## src/rtl/multicycle_controller.sv

```systemverilog
// Multi-cycle MIPS main controller: IF/ID/EXE/MEM/WB sequencer with memory wait timeout.
// Optional retire counter enabled by defining MC_RETIRE_CNT_EN.
module multicycle_controller #(
    parameter int ALUOP_W        = 3,
    parameter int EXTOP_W        = 2,
    parameter int TIMEOUT_CYCLES = 15,
    parameter int CNT_W          = 4
) (
    input  logic               clk,
    input  logic               rst_n,
    input  logic [5:0]         OpCode,
    input  logic [5:0]         func,
    input  logic               zero,
    input  logic               imem_ready,
    input  logic               dmem_ready,
    output logic               imem_req,
    output logic               dmem_req,
    output logic               IRWrite,
    output logic               PCWrite,
    output logic               RegWrite,
    output logic               MemWrite,
    output logic               ALUSrc,
    output logic               Mem_to_Reg,
    output logic               nPC_sel,
    output logic               J,
    output logic               jal,
    output logic               jr,
    output logic [1:0]         RegDst,
    output logic [EXTOP_W-1:0] Extop,
    output logic [ALUOP_W-1:0] ALUop,
    output logic               illegal,
    output logic               bus_err,
    output logic [2:0]         state,
    output logic [31:0]        retire_cnt
);

    typedef enum logic [2:0] {
        S_IDLE = 3'd0,
        S_IF   = 3'd1,
        S_ID   = 3'd2,
        S_EXE  = 3'd3,
        S_MEM  = 3'd4,
        S_WB   = 3'd5
    } state_t;

    localparam logic [CNT_W-1:0] LIMIT = CNT_W'(TIMEOUT_CYCLES);

    state_t           cur, nxt;
    logic [CNT_W-1:0] cnt;

    logic op_r, is_addu, is_subu, is_slt, is_jr, is_rtype;
    logic is_j, is_jal, is_ori, is_lui, is_addi, is_lw, is_sw, is_beq;
    logic legal, waiting, timeout;

    assign op_r     = (OpCode == 6'b000000);
    assign is_addu  = op_r && (func == 6'b100001);
    assign is_subu  = op_r && (func == 6'b100011);
    assign is_slt   = op_r && (func == 6'b101010);
    assign is_jr    = op_r && (func == 6'b001000);
    assign is_rtype = is_addu || is_subu || is_slt;
    assign is_j     = (OpCode == 6'b000010);
    assign is_jal   = (OpCode == 6'b000011);
    assign is_ori   = (OpCode == 6'b001101);
    assign is_lui   = (OpCode == 6'b001111);
    assign is_addi  = (OpCode == 6'b001000) || (OpCode == 6'b001001);
    assign is_lw    = (OpCode == 6'b100011);
    assign is_sw    = (OpCode == 6'b101011);
    assign is_beq   = (OpCode == 6'b000100);

    assign legal = is_rtype || is_jr || is_j || is_jal || is_ori || is_lui
                || is_addi || is_lw || is_sw || is_beq;

    // Ready lines only matter in the two wait states.
    assign waiting = (cur == S_IF  && !imem_ready)
                  || (cur == S_MEM && !dmem_ready);
    assign timeout = waiting && (cnt == LIMIT);

    assign state = cur;

    always_comb begin
        nxt        = cur;
        imem_req   = 1'b0;
        dmem_req   = 1'b0;
        IRWrite    = 1'b0;
        PCWrite    = 1'b0;
        RegWrite   = 1'b0;
        MemWrite   = 1'b0;
        ALUSrc     = 1'b0;
        Mem_to_Reg = 1'b0;
        nPC_sel    = 1'b0;
        J          = 1'b0;
        jal        = 1'b0;
        jr         = 1'b0;
        RegDst     = 2'b00;
        Extop      = '0;
        ALUop      = '0;
        illegal    = 1'b0;
        bus_err    = 1'b0;

        // ALU operand/op selection stays stable from EXE through WB.
        if (cur == S_EXE || cur == S_MEM || cur == S_WB) begin
            unique case (1'b1)
                is_rtype: ALUop = is_subu ? ALUOP_W'(1)
                                : is_slt  ? ALUOP_W'(3) : ALUOP_W'(0);
                is_ori: begin
                    ALUSrc = 1'b1;
                    ALUop  = ALUOP_W'(2);
                end
                is_lui: begin
                    ALUSrc = 1'b1;
                    Extop  = EXTOP_W'(2);
                end
                (is_addi || is_lw || is_sw): begin
                    ALUSrc = 1'b1;
                    Extop  = EXTOP_W'(1);
                end
                is_beq:  ALUop = ALUOP_W'(1);
                default: ALUop = '0;
            endcase
        end

        unique case (cur)
            S_IDLE: nxt = S_IF;
            S_IF: begin
                imem_req = 1'b1;
                if (imem_ready) begin
                    IRWrite = 1'b1;
                    PCWrite = 1'b1;
                    nxt     = S_ID;
                end else if (timeout) begin
                    bus_err = 1'b1;
                    nxt     = S_IF;
                end
            end
            S_ID: begin
                if (is_j) begin
                    J       = 1'b1;
                    PCWrite = 1'b1;
                    nxt     = S_IF;
                end else if (is_jal) begin
                    jal      = 1'b1;
                    RegDst   = 2'b10;
                    RegWrite = 1'b1;
                    PCWrite  = 1'b1;
                    nxt      = S_IF;
                end else if (is_jr) begin
                    jr      = 1'b1;
                    nPC_sel = 1'b1;
                    PCWrite = 1'b1;
                    nxt     = S_IF;
                end else if (legal) begin
                    nxt = S_EXE;
                end else begin
                    illegal = 1'b1;
                    nxt     = S_IF;
                end
            end
            S_EXE: begin
                if (is_rtype) begin
                    RegDst = 2'b01;
                    nxt    = S_WB;
                end else if (is_ori || is_lui || is_addi) begin
                    nxt = S_WB;
                end else if (is_lw || is_sw) begin
                    nxt = S_MEM;
                end else begin
                    nPC_sel = is_beq;
                    PCWrite = is_beq && zero;
                    nxt     = S_IF;
                end
            end
            S_MEM: begin
                dmem_req = 1'b1;
                MemWrite = is_sw && !timeout;
                if (dmem_ready) begin
                    nxt = is_lw ? S_WB : S_IF;
                end else if (timeout) begin
                    bus_err = 1'b1;
                    nxt     = S_IF;
                end
            end
            S_WB: begin
                RegWrite   = 1'b1;
                Mem_to_Reg = is_lw;
                RegDst     = is_rtype ? 2'b01 : 2'b00;
                nxt        = S_IF;
            end
            default: nxt = S_IDLE;
        endcase
    end

    always_ff @(posedge clk or negedge rst_n) begin
        if (!rst_n) begin
            cur <= S_IDLE;
            cnt <= '0;
        end else begin
            cur <= nxt;
            cnt <= (waiting && !timeout) ? cnt + CNT_W'(1) : '0;
        end
    end

`ifdef MC_RETIRE_CNT_EN
    logic [31:0] rcnt;
    logic        done;

    assign done = (nxt == S_IF) && !illegal && !bus_err
               && (cur == S_ID || cur == S_EXE || cur == S_MEM || cur == S_WB);

    always_ff @(posedge clk or negedge rst_n) begin
        if (!rst_n) rcnt <= '0;
        else if (done) rcnt <= rcnt + 32'd1;
    end

    assign retire_cnt = rcnt;
`else
    assign retire_cnt = '0;
`endif

endmodule

```

## config.mk

```make
export PLATFORM = sky130hd
export DESIGN_NAME = multicycle_controller
export DESIGN_NICKNAME = d
export VERILOG_FILES = /design/src/rtl/multicycle_controller.sv
export SDC_FILE = /design/constraint.sdc
export NUM_CORES = 1
export LEC_CHECK = 0
export BUFFER_PORTS_ARGS = -buffer_cell sky130_fd_sc_hd__buf_2
export CORE_UTILIZATION = 37
export DETAILED_ROUTE_END_ITERATION = 12
export HOLD_SLACK_MARGIN = 0.15
export PLACE_DENSITY = 0.77
export RECOVER_POWER = 100
export SYNTH_ARGS = -nofsm -noshare
export SYNTH_HDL_FRONTEND = slang
export SYNTH_SLANG_ARGS = --single-unit
export TNS_END_PERCENT = 50
```

## constraint.sdc

```tcl
create_clock -name clk -period 2.1 [get_ports clk]
set_clock_uncertainty 0.2 [all_clocks]
set_input_delay 0.315 -clock clk [delete_from_list [all_inputs] [get_ports clk]]
set_output_delay 0.315 -clock clk [all_outputs]
set_load 0.005 [all_outputs]
```

==> results.rst, run 1 <==
.. list-table::
   :header-rows: 1

   * - Metric
     - Value
   * - Post-detailed-route DRC marker count
     - 0
   * - Number of synthesis warnings
     - 0
   * - Cell area after synthesis
     - ~1000 µm²
   * - Startpoint of the worst hold path
     - imem_ready
   * - Core ar.
     - around 2500 µm²
   * - Critical path data required time
     - 1.58 ns
   * - Critical path startpoint category
     - primary input
   * - Ratio of cells with drive above 1 in the final layout
     - 0.4518
   * - Clock-pin slew of the registers on the worst-case setup and hold paths
     - 0.05 ns
   * - Cell area power density
     - 377.2 nW/µm²
   * - Max Fanout on Critical Path
     - 4
   * - Post-synth top area share
     - 0.2447
   * - Routed wire length
     - ~2700 µm
   * - Vias in the first global route
     - between 800 and 900
   * - Maximum level of the CTS H-tree
     - 1
   * - Number of setup violations in the final report
     - 7
   * - Area of the die
     - 2949 µm²
   * - Number of top-level pins
     - 73
   * - Port Buf Inserts
     - 39
   * - Ys async rst share
     - 1.000
   * - Minimum clock period after layout
     - 2.289 ns
   * - Hold Violations, Final
     - 0
   * - GR Overflow Total
     - 0
   * - Global-route wire length before repair
     - 3650 µm
   * - Peak supply drop
     - 0.3831 mV
   * - First DRT Iteration DRCs
     - 26
   * - Initial antenna violation count
     - 0
   * - Count of TritonRoute iterations in the first routing pass
     - 4
   * - Gate Count Post-Synth
     - around 140
   * - Maximum clock frequency
     - 436.8 MHz
   * - Largest cells by area after synthesis
     - buf_4 (24%), dfrtp_1 (17%), nor2_1 (5.9%)
   * - Utilization after layout
     - 0.5759
   * - Sequential cell area
     - 176.4 µm²
   * - Final-layout fill cell count
     - 241
   * - Detailed-route wire length per cell
     - 12.04 µm
   * - Clock Tree Root
     - clkbuf_4
   * - Number of register bits inferred by synthesis
     - 7
   * - Largest stage delay on the critical path
     - 0.54 ns
   * - Number of CTS-inserted buffers
     - 3
   * - Synth-to-Final Area Change
     - 43.51%
   * - CTS max path bufs
     - 2
   * - EDFF count, synth
     - 0
   * - Clock tree from TritonCTS
     - built
   * - Total Routing Usage GR
     - 0.1723
   * - Max-slew violation total from the final report
     - 0
   * - Leakage
     - 0.7209 nW
   * - Pin count of the biggest net entering global routing
     - 11
   * - Minimum setup slack after placement
     - -0.2134 ns
   * - Data arrival time of the critical path
     - 1.77 ns
   * - Reg-to-Reg Start
     - state[2]
   * - Critical path capture point type
     - output pin
   * - Slowest CP cell
     - or4_4
   * - Overall power after layout
     - 0.5480 mW
   * - Final Net Count
     - 216
   * - Worst path setup slack after routing
     - -0.1892 ns
   * - Worst Setup SP
     - OpCode[4]
   * - Total via count in the routed design
     - 1112
   * - Sinks on Clock Net
     - 7
   * - Register area share after synthesis
     - 0.1731
   * - Ordered list of cells on the worst path
     - buf_6, or4_4, or3_4, nand2b_4, a21oi_2, buf_2
   * - Crit Path Category
     - in2out
   * - Min-Delay Path Class
     - in2reg
   * - Synth cell types
     - 42
   * - Antenna cells
     - 0
   * - Most common cell after layout, fill and taps aside
     - buf_2
   * - Multi-input gate area in the final layout
     - 803.3 µm²
   * - Most used cells in the layout excluding fill and tap cells
     - buf_2 (34), conb_1 (33), buf_4 (19)
   * - Share of the cycle needed by the critical path after routing
     - 1.090
   * - Die height
     - roughly 54 µm
   * - Syn Area/Cell
     - 7.443 µm²
   * - Number of rows created at floorplan
     - 18
   * - Global placer's final weighted congestion
     - 0.8602
   * - Dominant register cell in the synthesized netlist
     - dfrtp_1
   * - Initial core utilization
     - 0.4013
   * - Half-perimeter wire length after placement
     - 1998 µm
   * - Number of maximum-capacitance constraint violations
     - 0
   * - Biggest area consumer among synthesized cells
     - buf_4
   * - Detail-routed via count per cell
     - 4.899
   * - Final total negative setup slack
     - -0.8904 ns
   * - Source-to-sink clock delay at the later pin of the worst-skew pair
     - 0.25 ns
   * - Antenna viol nets, final
     - 0
   * - RSZ-0062 raised after global routing
     - true
   * - Die span in x
     - about 54 µm
   * - Failing checks
     - negative setup slack
   * - Outcome
     - complete, but fails checks
[registers in the layout, summed over array words and instances, names as in the netlist]
signal  flops
state       3
cnt         4
[critical path: cells and delay by family]
family | cells | cell delay, ns
simple gates | 3 | 1.12
compound gates | 1 | 0.12
buf+inv | 2 | 0.21
[kinds of logic after synthesis]
logic type,share of synthesized area
AO/OA/AOI/OAI,0.1298
XOR/XNOR,0.03462
adder cells (fa/ha/maj),0.01236
buffers and inverters,0.2707
flip-flops,0.1731
other,0.003705
AND/OR/NAND/NOR,0.3758
[what timing repair did]
item	in CTS	in global routing
pin swaps	4	7
hold buffers	1	0
setup endpoints to repair	7	15
gates resized for setup	8	23
setup buffers	0	1
hold endpoints to repair	7	0
[final cells by class]
class / count / share of cell area
multi-input cells: 121 / 0.5530
repair buffers: 61 / 0.2713
flip-flops and latches: 7 / 0.1214
well taps: 30 / 0.02584
clock buffers: 4 / 0.01809
inverters: 4 / 0.01034
[metal layers]
metal  track usage  wire length, µm  up-vias
li1              -                -      540
met4       0.04701               13        0
met5             0                0        -
met3       0.05000              205        2
met1        0.2130             1168      509
met2        0.2886             1346       61
[final timing paths]
check | slack, ns | cells after the start | end
min in group asynchronous | 0.29 | 2 | state[2]
worst max register to register | 0.48 | 6 | state[1]
worst min register to register | 0.26 | 1 | cnt[0]
max in group asynchronous | 1.11 | 2 | state[1]
worst min-delay path | 0.24 | 3 | state[1]
worst max-delay path | -0.19 | 6 | nPC_sel
[per-stage QoR]
step | area (µm²) | instances | hold slack (ns)
2_1_floorplan | 1136 | 168 | -0.1806
3_3_place_gp | 1260 | 221 | -0.04881
3_5_place_dp | 1260 | 221 | -0.04818
4_1_cts | 1345 | 226 | 0.2167
5_1_grt | 1453 | 227 | 0.2274
6_report | 1453 | 227 | 0.2396
[where the power goes]
group / internal, mW / switching [mW] / leakage (nW)
Combinational: 0.122 / 0.143 / 0.615
Clock: 0.0724 / 0.0490 / 0.0150
Sequential: 0.147 / 0.0145 / 0.0905
[synth_stat cells (3+ instances only)]
library cell	number
dfrtp_1	7
nor2_1	16
nand3_1	5
nor4_1	6
nand2_1	8
nand2b_1	7
inv_1	3
a31oi_1	3
o21ai_1	3
buf_4	33
nor2b_1	4
nor3_1	3
Power figures use the tool's default switching activity.
==> run 2: changes to the inputs <==
==> constraint.sdc (replaced) <==
create_clock -name clk -period 2.1 [get_ports clk]
set_clock_uncertainty 0.2 [all_clocks]
set_input_delay 0.42 -clock clk [delete_from_list [all_inputs] [get_ports clk]]
set_output_delay 0.42 -clock clk [all_outputs]
set_load 0.005 [all_outputs]
==> results.rst, run 2 (synthesis gave the netlist of run 1 again) <==
.. list-table::
   :header-rows: 1

   * - Metric
     - Value
   * - Pin count of the biggest net entering global routing
     - 10 (-1)
   * - Largest Register
     - cnt
   * - Clock tree from TritonCTS
     - built
   * - Min-Delay Path Class
     - reg2reg
   * - CTS max path bufs
     - 2 (unchanged)
   * - Sinks on Clock Net
     - 7 (unchanged)
   * - Number of top-level pins
     - 73 (unchanged)
   * - Area of the die
     - 2949 µm² (unchanged)
   * - RSZ-0062 raised after global routing
     - true
   * - Post-detailed-route DRC marker count
     - 0 (unchanged)
   * - Number of maximum-capacitance constraint violations
     - 0 (unchanged)
   * - Crit Path Category
     - in2out
   * - Antenna viol nets, final
     - 0 (unchanged)
   * - Clock-pin slew of the registers on the worst-case setup and hold paths
     - 0.05 ns (about the same)
   * - Final cell area excluding filler cells
     - 1494 µm² (+2.8%)
   * - Total via count in the routed design
     - 1164 (+4.7%)
   * - Largest register FFs
     - 4 (unchanged)
   * - Detailed-route wire length per cell
     - 12.27 µm (+1.9%)
   * - Failing checks
     - negative setup slack
   * - Critical path capture point type
     - output pin
   * - Final Net Count
     - 226 (+4.6%)
   * - Die span in x
     - 54.31 µm (unchanged)
   * - Max Fanout on Critical Path
     - 5 (+1)
   * - First DRT Iteration DRCs
     - 20 (-23%)
   * - Number of rows created at floorplan
     - 18 (unchanged)
   * - Worst path setup slack after routing
     - -0.4135 ns (-0.2243 ns)
   * - Clock Tree Root
     - clkbuf_4
   * - Final-layout fill cell count
     - 249 (+3.3%)
   * - Share of the cycle needed by the critical path after routing
     - 1.197 (+0.1068)
   * - Total Routing Usage GR
     - 0.1911 (+0.01880)
   * - Overall power after layout
     - 0.5434 mW (-0.84%)
   * - Number of CTS-inserted buffers
     - 3 (unchanged)
   * - GR Overflow Total
     - 0 (unchanged)
   * - Antenna cells
     - 0 (unchanged)
   * - Critical path startpoint category
     - primary input
   * - Outcome
     - complete, but fails checks
   * - Count of TritonRoute iterations in the first routing pass
     - 4 (unchanged)
   * - Global placer's final weighted congestion
     - 0.8407 (-2.3%)
   * - Post-route non-filler standard cell count
     - 237 (+4.4%)
   * - Hold Violations, Final
     - 0 (unchanged)
   * - Vias in the first global route
     - 965 (+11%)
   * - Cell area power density
     - 363.7 nW/µm² (-3.6%)
   * - Critical path data required time
     - 1.48 ns (-0.10 ns)
   * - Source-to-sink clock delay at the later pin of the worst-skew pair
     - 0.25 ns (about the same)
   * - Maximum clock frequency
     - 397.8 MHz (-8.9%)
   * - Port Buf Inserts
     - 39 (unchanged)
   * - Register-to-register setup slack
     - 0.39 ns (-0.09 ns)
   * - Minimum clock period after layout
     - 2.514 ns (+0.2243 ns)
   * - Die height
     - 54.31 µm (unchanged)
   * - Core ar.
     - 2522 µm² (unchanged)
   * - Initial antenna violation count
     - 0 (unchanged)
   * - Peak supply drop
     - 0.3729 mV (-2.7%)
   * - Routed wire length
     - 2909 µm (+6.4%)
   * - Data arrival time of the critical path
     - 1.89 ns (+0.12 ns)
   * - Detail-routed via count per cell
     - 4.911 (+0.26%)
   * - Most used cells in the layout excluding fill and tap cells
     - conb_1 (33), buf_2 (33), buf_4 (23)
   * - Half-perimeter wire length after placement
     - 2087 µm (+4.5%)
   * - Instance area after placement
     - 1309 µm² (+3.9%)
   * - Ratio of cells with drive above 1 in the final layout
     - 0.4348 (-0.01699)
   * - Initial core utilization
     - 0.4013 (unchanged)
   * - Max-slew violation total from the final report
     - 0 (unchanged)
   * - Leakage
     - 0.7230 nW (+0.28%)
   * - Final total negative setup slack
     - -2.920 ns (-2.030 ns)
   * - Inst Count DP
     - 227 (+2.7%)
   * - Final-layout worst hold slack
     - 0.2588 ns (+0.01918 ns)
   * - Synth-to-Final Area Change
     - 47.59%
   * - Minimum setup slack after placement
     - -0.4774 ns (-0.2640 ns)
   * - Utilization after layout
     - 0.5923 (+0.01637)
   * - Number of setup violations in the final report
     - 15 (+8)
   * - Global-route wire length before repair
     - 4008 µm (+9.8%)
   * - Maximum level of the CTS H-tree
     - 1 (unchanged)
-- run 2: cell count changes in the layout (fill, tap and decap cells not counted), sizes merged --
cell / previous run / this run
clkbuf: 5 / 11
buf: 59 / 63
-- run 2: metal layers --
metal  vias up  part of all wire  track usage
met2        54              0.52       0.3394
met5         -                 0            0
met3         2             0.063      0.04444
met4         0            0.0055      0.04701
li1        559                 -            -
met1       549              0.41       0.2289
-- run 2: repair_timing --
| item | in CTS | in global routing |
|---|---|---|
| hold buffers | 1 | 0 |
| pin swaps | 10 | 4 |
| hold endpoints to repair | 7 | 0 |
| resized for setup | 20 | 10 |
| endpoints found under the setup margin | 15 | 16 |
| setup buffers | 5 | 0 |
| cloned | 0 | 0 |
-- run 2: cell type report --
class	instances	area, µm²	area share
Inverter	4	17.52	0.01173
Tap cell	30	37.54	0.02513
Clock buffer	4	26.28	0.01759
Sequential cell	7	175.2	0.1173
Timing Repair Buffer	71	454.2	0.3040
Multi-Input combinational cell	121	783.3	0.5243
-- run 2: worst paths after layout --
path                            startpoint        to  cells past startpoint
worst max register to register    state[2]  state[1]                      6
max in group asynchronous            rst_n  state[1]                      2
worst min-delay path                cnt[0]    cnt[0]                      1
worst max-delay path             OpCode[0]   PCWrite                      5
worst min register to register      cnt[0]    cnt[0]                      1
min in group asynchronous            rst_n  state[0]                      2
-- run 2: report_power, final --
| group | switching (mW) | leakage, nW | internal, mW |
|---|---|---|---|
| clock network | 0.0479 | 0.0150 | 0.0724 |
| logic | 0.146 | 0.616 | 0.118 |
| registers | 0.0124 | 0.0918 | 0.147 |
| total | 0.206 | 0.723 | 0.337 |
-- run 2: worst max-delay path: stages --
cell and delay, ns:
buf_6 0.09, or4_4 0.57, or3_4 0.38, a311oi_2 0.28, buf_2 0.16
==> run 3: changes to the inputs <==
--- a/config.mk
+++ b/config.mk
@@ -5,7 +5,7 @@
 export SDC_FILE = /design/constraint.sdc
 export NUM_CORES = 1
 export LEC_CHECK = 0
-export BUFFER_PORTS_ARGS = -buffer_cell sky130_fd_sc_hd__buf_2
+export BUFFER_PORTS_ARGS = -buffer_cell sky130_fd_sc_hd__clkbuf_2
 export CORE_UTILIZATION = 37
 export DETAILED_ROUTE_END_ITERATION = 12
 export HOLD_SLACK_MARGIN = 0.15
==> results.rst, run 3 (synthesis gave the netlist of run 1 again) <==
.. list-table::
   :header-rows: 1

   * - Metric
     - Value
   * - Port Buf Inserts
     - 39 (unchanged)
   * - Number of top-level pins
     - 73 (unchanged)
   * - Antenna viol nets, final
     - 0 (unchanged)
   * - Die height
     - 54.31 µm (unchanged)
   * - Sinks on Clock Net
     - 7 (unchanged)
   * - Post-detailed-route DRC marker count
     - 0 (unchanged)
   * - Post-route non-filler standard cell count
     - 239 (+0.84%)
   * - GR Overflow Total
     - 0 (unchanged)
   * - Source-to-sink clock delay at the later pin of the worst-skew pair
     - 0.25 ns (about the same)
   * - Pin count of the biggest net entering global routing
     - 9 (-1)
   * - Minimum setup slack after placement
     - -0.4038 ns (+0.07362 ns)
   * - Clock tree from TritonCTS
     - built
   * - Inst Count DP
     - 227 (unchanged)
   * - Clock Tree Root
     - clkbuf_4
   * - Leakage
     - 0.7601 nW (+5.1%)
   * - Total via count in the routed design
     - 1132 (-2.7%)
   * - Total Routing Usage GR
     - 0.1854 (-0.005757)
   * - Count of TritonRoute iterations in the first routing pass
     - 4 (unchanged)
   * - Initial core utilization
     - 0.4013 (unchanged)
   * - Routed wire length
     - 2880 µm (-1.0%)
   * - Number of maximum-capacitance constraint violations
     - 0 (unchanged)
   * - Global-route wire length before repair
     - 3939 µm (-1.7%)
   * - Cell area power density
     - 358.5 nW/µm² (-1.4%)
   * - Reg-to-Reg Start
     - state[2]
   * - Data arrival time of the critical path
     - 1.88 ns (about the same)
   * - Peak supply drop
     - 0.3662 mV (-1.8%)
   * - Maximum clock frequency
     - 399.3 MHz (+0.36%)
   * - Crit Path Category
     - in2out
   * - Register-to-register setup slack
     - 0.53 ns (+0.14 ns)
   * - Synth-to-Final Area Change
     - 54.26%
   * - Max-slew violation total from the final report
     - 0 (unchanged)
   * - CTS max path bufs
     - 2 (unchanged)
   * - Initial antenna violation count
     - 0 (unchanged)
   * - Minimum clock period after layout
     - 2.505 ns (-0.008904 ns)
   * - Core ar.
     - 2522 µm² (unchanged)
   * - Final total negative setup slack
     - -2.378 ns (+0.5422 ns)
   * - Endpoint of the worst setup timing path
     - nPC_sel
   * - Number of setup violations in the final report
     - 12 (-3)
   * - Terminus of the critical flop-to-flop path
     - state[1]
   * - Max Fanout on Critical Path
     - 5 (unchanged)
   * - Worst reg-to-reg path cell count
     - 6 (unchanged)
   * - Most used cells in the layout excluding fill and tap cells
     - conb_1 (33), clkbuf_2 (28), buf_4 (27)
   * - Min-Delay Path Class
     - reg2reg
   * - Worst path setup slack after routing
     - -0.4046 ns (+0.008904 ns)
   * - Final-layout worst hold slack
     - 0.2594 ns (+0.0006370 ns)
   * - Largest register FFs
     - 4 (unchanged)
   * - Area of the die
     - 2949 µm² (unchanged)
   * - Final cell area excluding filler cells
     - 1562 µm² (+4.5%)
   * - Vias in the first global route
     - 950 (-1.6%)
   * - Maximum level of the CTS H-tree
     - 1 (unchanged)
   * - Clock-pin slew of the registers on the worst-case setup and hold paths
     - 0.05 ns (about the same)
   * - Instance area after placement
     - 1309 µm² (unchanged)
   * - Antenna cells
     - 0 (unchanged)
   * - Number of rows created at floorplan
     - 18 (unchanged)
   * - Failing checks
     - negative setup slack
   * - Largest Register
     - cnt
   * - Final Net Count
     - 228 (+0.88%)
   * - Share of the cycle needed by the critical path after routing
     - 1.193 (-0.004240)
   * - Global placer's final weighted congestion
     - 0.8701 (+3.5%)
   * - Detailed-route wire length per cell
     - 12.05 µm (-1.8%)
   * - Overall power after layout
     - 0.5598 mW (+3.0%)
   * - Utilization after layout
     - 0.6190 (+0.02679)
   * - Critical path startpoint category
     - primary input
   * - Critical path data required time
     - 1.48 ns (about the same)
   * - Most common cell after layout, fill and taps aside
     - conb_1
   * - Number of CTS-inserted buffers
     - 3 (unchanged)
   * - Critical path capture point type
     - output pin
   * - RSZ-0062 raised after global routing
     - true
   * - Ratio of cells with drive above 1 in the final layout
     - 0.4785 (+0.04369)
   * - Worst Setup SP
     - OpCode[0]
   * - First DRT Iteration DRCs
     - 15 (-25%)
   * - Die span in x
     - 54.31 µm (unchanged)
   * - Hold Violations, Final
     - 0 (unchanged)
   * - Outcome
     - complete, but fails checks
   * - Detail-routed via count per cell
     - 4.736 (-3.6%)
   * - Half-perimeter wire length after placement
     - 2072 µm (-0.72%)
## run 3: cell count changes in the layout (fill, tap and decap cells not counted), moves of 2 or more
cell / previous run / this run
clkbuf_2: 1 / 28
buf_2: 33 / 8
clkbuf_1: 7 / 2
buf_4: 23 / 27
buf_8: 0 / 2
nor2_1: 13 / 11
## run 3: power by group
group,internal (mW),leakage (nW),total [mW],switching [mW]
Clock,0.0725,0.0150,0.123,0.0500
Sequential,0.147,0.0918,0.158,0.0117
Combinational,0.130,0.653,0.279,0.149
## run 3: how the worst min path moves through the flow
stage	from	end	slack (ns)	depth (start not counted)
2_1_floorplan	rst_n	cnt[0]	-0.08	0
3_3_place_gp	rst_n	cnt[0]	0.06	1
3_5_place_dp	rst_n	cnt[0]	0.06	1
4_1_cts	cnt[0]	cnt[0]	0.26	1
5_1_grt	cnt[0]	cnt[0]	0.29	1
6_report	cnt[0]	cnt[0]	0.26	1
## run 3: layout make-up
| class | count | area, µm² |
|---|---|---|
| flip-flops and latches | 7 | 175.2 |
| clock buffers | 4 | 26.28 |
| fillers | 229 | 960.9 |
| repair buffers | 73 | 494.2 |
| well taps | 30 | 37.54 |
| multi-input cells | 121 | 813.3 |
| inverters | 4 | 15.01 |
## run 3: per-layer routing
layer | share of wire | GRT usage
met2 | 0.52 | 0.3150
met5 | 0 | 0
met1 | 0.43 | 0.2239
met3 | 0.056 | 0.05000
met4 | 0 | 0.05983
## run 3: what timing repair did
| item | CTS | global route |
|---|---|---|
| endpoints found under the hold margin | 7 | 0 |
| resized for setup | 11 | 34 |
| pin swaps | 5 | 6 |
| endpoints found under the setup margin | 16 | 17 |
| hold buffers | 1 | 0 |
| buffers inserted | 4 | 4 |
| gates cloned | 0 | 0 |
## run 3: worst max-delay path: stages
cell      delay, ns
clkbuf_2       0.09
or4_4          0.58
or3_4          0.37
nand2b_4       0.15
a21oi_2        0.14
buf_2          0.13
